### config.mk
export PLATFORM = sky130hd
export DESIGN_NAME = alu_ctrl_issue
export DESIGN_NICKNAME = d
export VERILOG_FILES = /design/src/rtl/alu_ctrl_issue.sv
export SDC_FILE = /design/constraint.sdc
export NUM_CORES = 1
export LEC_CHECK = 0
export CAP_MARGIN = 5
export CORE_MARGIN = 2
export CORE_UTILIZATION = 35
export DETAILED_ROUTE_END_ITERATION = 8
export HOLD_SLACK_MARGIN = 0.15
export PLACE_DENSITY = 0.74
export REMOVE_ABC_BUFFERS = 1
export SKIP_CTS_REPAIR_TIMING = 1
export SLEW_MARGIN = 5
export SYNTH_ARGS = -nofsm -noshare
export SYNTH_HDL_FRONTEND = slang
export SYNTH_SLANG_ARGS = --single-unit
### constraint.sdc
create_clock -name clk_i -period 1.8 [get_ports clk_i]
set_clock_uncertainty 0.1 [all_clocks]
set_input_delay 0.27 -clock clk_i [delete_from_list [all_inputs] [get_ports clk_i]]
set_output_delay 0.27 -clock clk_i [all_outputs]
set_load 0.02 [all_outputs]
### src/rtl/alu_ctrl_issue.sv
`default_nettype none
// ============================================================================
// Module   : alu_ctrl_issue
// Purpose  : Initiator side of the ALU control interface. Accepts decoded
//            ALUOp/funct fields on a valid/ready handshake and presents a
//            registered 4-bit ALUCtrl code to the ALU. Multiply is sequenced
//            as a multi-cycle op, and stall_o freezes upstream stages while
//            it runs.
// Ports    : clk_i      - clock, rising edge
//            rst_i      - asynchronous active-low reset
//            valid_i    - upstream op available
//            ready_o    - op accepted this cycle (combinational)
//            ALUOp_i    - main-control ALU op class
//            funct_i    - R-type funct field
//            ALUCtrl_o  - registered ALU control code
//            valid_o    - ALUCtrl_o final, result usable
//            ready_i    - downstream consumes the issued op
//            stall_o    - multiply in progress
//            err_o      - sticky illegal-funct flag
// Params   : MUL_LAT    - multiply latency in cycles (1..15)
// Options  : ALU_CTRL_ILLEGAL_TRAP_EN - builds the sticky err_o flag;
//            when it is undefined, err_o is tied low.
// Revision : 1.0 - initial release
// ============================================================================
module alu_ctrl_issue #(
  parameter int MUL_LAT = 4
) (
  input  logic       clk_i,
  input  logic       rst_i,
  input  logic       valid_i,
  output logic       ready_o,
  input  logic [1:0] ALUOp_i,
  input  logic [5:0] funct_i,
  output logic [3:0] ALUCtrl_o,
  output logic       valid_o,
  input  logic       ready_i,
  output logic       stall_o,
  output logic       err_o
);

  typedef enum logic [1:0] {
    IDLE     = 2'd0,
    ISSUE    = 2'd1,
    MUL_WAIT = 2'd2
  } state_t;

  localparam logic [3:0] CODE_AND = 4'b0000;
  localparam logic [3:0] CODE_OR  = 4'b0001;
  localparam logic [3:0] CODE_ADD = 4'b0010;
  localparam logic [3:0] CODE_MUL = 4'b0011;
  localparam logic [3:0] CODE_SUB = 4'b0110;

  // The counter starts at MUL_LAT-1 so that the wait lasts exactly MUL_LAT
  // cycles, including the cycle in which it reaches zero.
  localparam logic [3:0] CNT_INIT = 4'(MUL_LAT - 1);

  state_t     state, state_nxt;
  logic [3:0] cnt, cnt_nxt;
  logic [3:0] alu_ctrl, alu_ctrl_nxt;
  logic [3:0] dec_code;
  logic       dec_mul;
  logic       accept;

  // Field decode. Unrecognised funct values under ALUOp 10 fall back to add.
  always_comb begin
    dec_code = CODE_ADD;
    dec_mul  = 1'b0;
    case (ALUOp_i)
      2'b00: dec_code = CODE_ADD;
      2'b01: dec_code = CODE_SUB;
      2'b11: dec_code = CODE_OR;
      default: begin
        case (funct_i)
          6'b100000: dec_code = CODE_ADD;
          6'b100010: dec_code = CODE_SUB;
          6'b100100: dec_code = CODE_AND;
          6'b100101: dec_code = CODE_OR;
          6'b011000: begin
            dec_code = CODE_MUL;
            dec_mul  = 1'b1;
          end
          default:   dec_code = CODE_ADD;
        endcase
      end
    endcase
  end

  // In ISSUE a new op can only be taken when the current one retires, so
  // ready is passed straight through from downstream.
  always_comb begin
    ready_o = 1'b0;
    case (state)
      IDLE:    ready_o = 1'b1;
      ISSUE:   ready_o = ready_i;
      default: ready_o = 1'b0;
    endcase
    if (!rst_i) ready_o = 1'b0;
  end

  assign accept = valid_i && ready_o;

  always_comb begin
    state_nxt    = state;
    cnt_nxt      = cnt;
    alu_ctrl_nxt = alu_ctrl;
    if (accept) begin
      alu_ctrl_nxt = dec_code;
      if (dec_mul) begin
        state_nxt = MUL_WAIT;
        cnt_nxt   = CNT_INIT;
      end else begin
        state_nxt = ISSUE;
      end
    end else begin
      case (state)
        ISSUE: begin
          if (ready_i) state_nxt = IDLE;
        end
        MUL_WAIT: begin
          if (cnt == 4'd0) state_nxt = ISSUE;
          else             cnt_nxt   = cnt - 4'd1;
        end
        default: state_nxt = state;
      endcase
    end
  end

  always_ff @(posedge clk_i or negedge rst_i) begin
    if (!rst_i) begin
      state    <= IDLE;
      cnt      <= 4'd0;
      alu_ctrl <= CODE_ADD;
    end else begin
      state    <= state_nxt;
      cnt      <= cnt_nxt;
      alu_ctrl <= alu_ctrl_nxt;
    end
  end

  assign ALUCtrl_o = alu_ctrl;
  assign valid_o   = (state == ISSUE);
  assign stall_o   = (state == MUL_WAIT);

`ifdef ALU_CTRL_ILLEGAL_TRAP_EN
  logic funct_legal;
  logic illegal;
  logic err_q;

  assign funct_legal = (funct_i == 6'b100000) || (funct_i == 6'b100010) ||
                       (funct_i == 6'b100100) || (funct_i == 6'b100101) ||
                       (funct_i == 6'b011000);
  assign illegal     = (ALUOp_i == 2'b10) && !funct_legal;

  // Sticky until reset; later legal ops never clear it.
  always_ff @(posedge clk_i or negedge rst_i) begin
    if (!rst_i)                 err_q <= 1'b0;
    else if (accept && illegal) err_q <= 1'b1;
  end

  assign err_o = err_q;
`else
  assign err_o = 1'b0;
`endif

endmodule
`default_nettype wire

==> results_dict.tcl <==
set metrics [dict create \
    outcome "complete, but fails checks" \
    violations "setup timing" \
    first_pass_iters 4 \
    finalSetupViolCount 1 \
    worstPathArrival_ns 1.87 \
    worstSetupStartpointType "register" \
    antenna_left 0 \
    period_needed_ns 1.81 \
    slew_violations 0 \
    yosysSeqAreaShare_pct 34.5 \
    synth_enable_flop_cells 0 \
    wl_um 1580 \
    syn_area_per_cell_um2 9.66 \
    hold_path_class "input port to async pin" \
    crit_path_top_delay_cell "dfrtp_1" \
    ir_worst_vdd_v 0.000521 \
    mostFrequentLayoutCells "clkdlybuf4s50_1, buf_4, dfrtp_1" \
    r2r_setup_slack_ns -0.01 \
    endpoint_kind "register" \
    cts_root_buffer "clkbuf_4" \
    num_vias 616 \
    layout_commonest_cell "clkdlybuf4s50_1" \
    crit_end "state[0]" \
    grt_overflow 0 \
    syn_area_um2 657 \
    drtIter0Drc 9 \
    tns_ns -0.0140 \
    nNetsFinal 118 \
    pin_count 20 \
    syn_inst 68 \
    synthFlopType "dfrtp_1" \
    cts_buffer_depth 2 \
    cts.sink_count 9 \
    p_per_area_nw_per_um2 914 \
    ff2ff_path_depth 6 \
    vias_per_cell 4.97 \
    period_share_pct 101 \
    cp_num_buf_inv 1 \
    gr-usage-all-layers_pct 16.6 \
    cts_tree "done" \
    grt_max_degree 11 \
    cts_max_level 1 \
    finish.utilization_pct 55.4 \
    clkTransAtPathRegs_ns 0.07 \
    crit_family "compound AO/OA/AOI/OAI gates" \
    grt_antenna_before_repair 0 \
    grt_pass1_vias 615 \
    leakage_nw 0.479 \
    reg2reg_from "state[0]" \
    ys_ff_latch 9 \
    fin_ws_ns -0.0140 \
    drive_gt1_share_pct 25.3 \
    r2r-end "state[0]" \
    hold_violations 0 \
    critPathLaunch "state[0]" \
    synth.top_cell.area_share_pct 30.5 \
    drc 0 \
    die-width_um 47.3 \
    core_area_um2 1750 \
    critPathKind "register to register" \
    synthToLayoutAreaGrowth_pct 47.2 \
    wire_per_inst_um 12.7 \
    rsz0062_at_grt "true" \
    clk_latency_ns 0.27 \
    synth.area.top_cells "dfrtp_1, ha_1, dfstp_2" \
    initial_core_util_pct 37.6 \
    dp_hpwl_um 1220 \
    place_congestion 0.815 \
    max_stage_delay_ns 0.39 \
    fp.dieArea_um2 2240 \
    grt_pass1_wl_um 2550 \
    yosys.area.top_type "dfrtp_1" \
    dieHeight_um 47.3 \
    ys_warn_count 0 \
    synth-async-reset-ratio_pct 100 \
    crit_fanout 5 \
    num_antenna_cells 0 \
    ys_types 35 \
    drv_cap 0 \
    io_buffers 17 \
    cts_buffers 3 \
    cp_data_required_time_ns 1.86 \
    fp-row-count 15 \
    max_freq_mhz 551 \
    crit_cells 6 \
    path_cells "inv_1, ha_1, a21oi_1, nor2_2, a21o_1, a32o_1" \
]
==> metal layers <==
metal	track usage [%]	part of all wire [%]	vias to the layer above
met2	26.5	48	11
met1	21.0	47	293
li1	-	-	310
met4	6.67	1.2	0
met5	0	0	-
met3	4.62	3.4	2
==> cell usage after synthesis (2+ instances only) <==
cell type	count
nand3_1	2
ha_1	6
inv_1	7
a21o_1	2
o211ai_2	2
o21ai_0	2
a21oi_1	3
nor2_1	4
nand2_1	6
dfrtp_1	8
buf_4	2
==> flip-flops by register name, summed over array words and instances (netlist names) <==
| name | cells |
|---|---|
| state | 2 |
| ALUCtrl_o | 3 |
| cnt | 4 |
==> layout make-up <==
cell class	count	area, um^2
Clock buffer	4	26.3
Inverter	7	26.3
Sequential cell	9	226
Timing Repair Buffer	28	253
Fill cell	167	778
Tap cell	25	31.3
Multi-Input combinational cell	51	404
==> worst reg2reg max path, stage by stage (launching register included) <==
cell	delay, ns
dfrtp_1	0.39
inv_1	0.08
ha_1	0.22
a21oi_1	0.35
nor2_2	0.14
a21o_1	0.18
a32o_1	0.25
==> cell families after synthesis <==
family                     Yosys count  synth area share (%)
AOI/OAI and AO/OA                   19                  22.1
DFF                                  9                  34.5
buffers and inverters                9                  6.29
adders and majority gates            6                  11.4
and+or+nand+nor                     24                  25.1
other                                1                 0.571
==> power by group <==
group	internal, mW	switching (mW)
Sequential	0.256	0.0356
Combinational	0.209	0.214
Clock	0.0859	0.0830
==> metrics by stage <==
step	total power [mW]	cells	worst slack, ns	cell area, um^2	hold WS [ns]
final	0.884	124	-0.0140	967	0.312
after global routing	0.942	124	-0.0606	967	0.335
after CTS	0.894	124	-0.378	956	0.316
after detailed placement	0.724	120	-0.188	930	0.387
after global placement	0.702	120	-0.165	930	0.381
after floorplan	0.512	67	0.0532	646	-0.126
==> worst min-delay path by stage <==
stage,slack (ns),cells after the start,endpoint
finish,0.31,3,ALUCtrl_o[2]
global route,0.33,3,ALUCtrl_o[2]
CTS,0.32,3,ALUCtrl_o[2]
detailed placement,0.39,2,ALUCtrl_o[0]
global placement,0.38,2,ALUCtrl_o[0]
floorplan,-0.13,0,ALUCtrl_o[0]
Note: power is estimated with default switching activity, not from simulation.
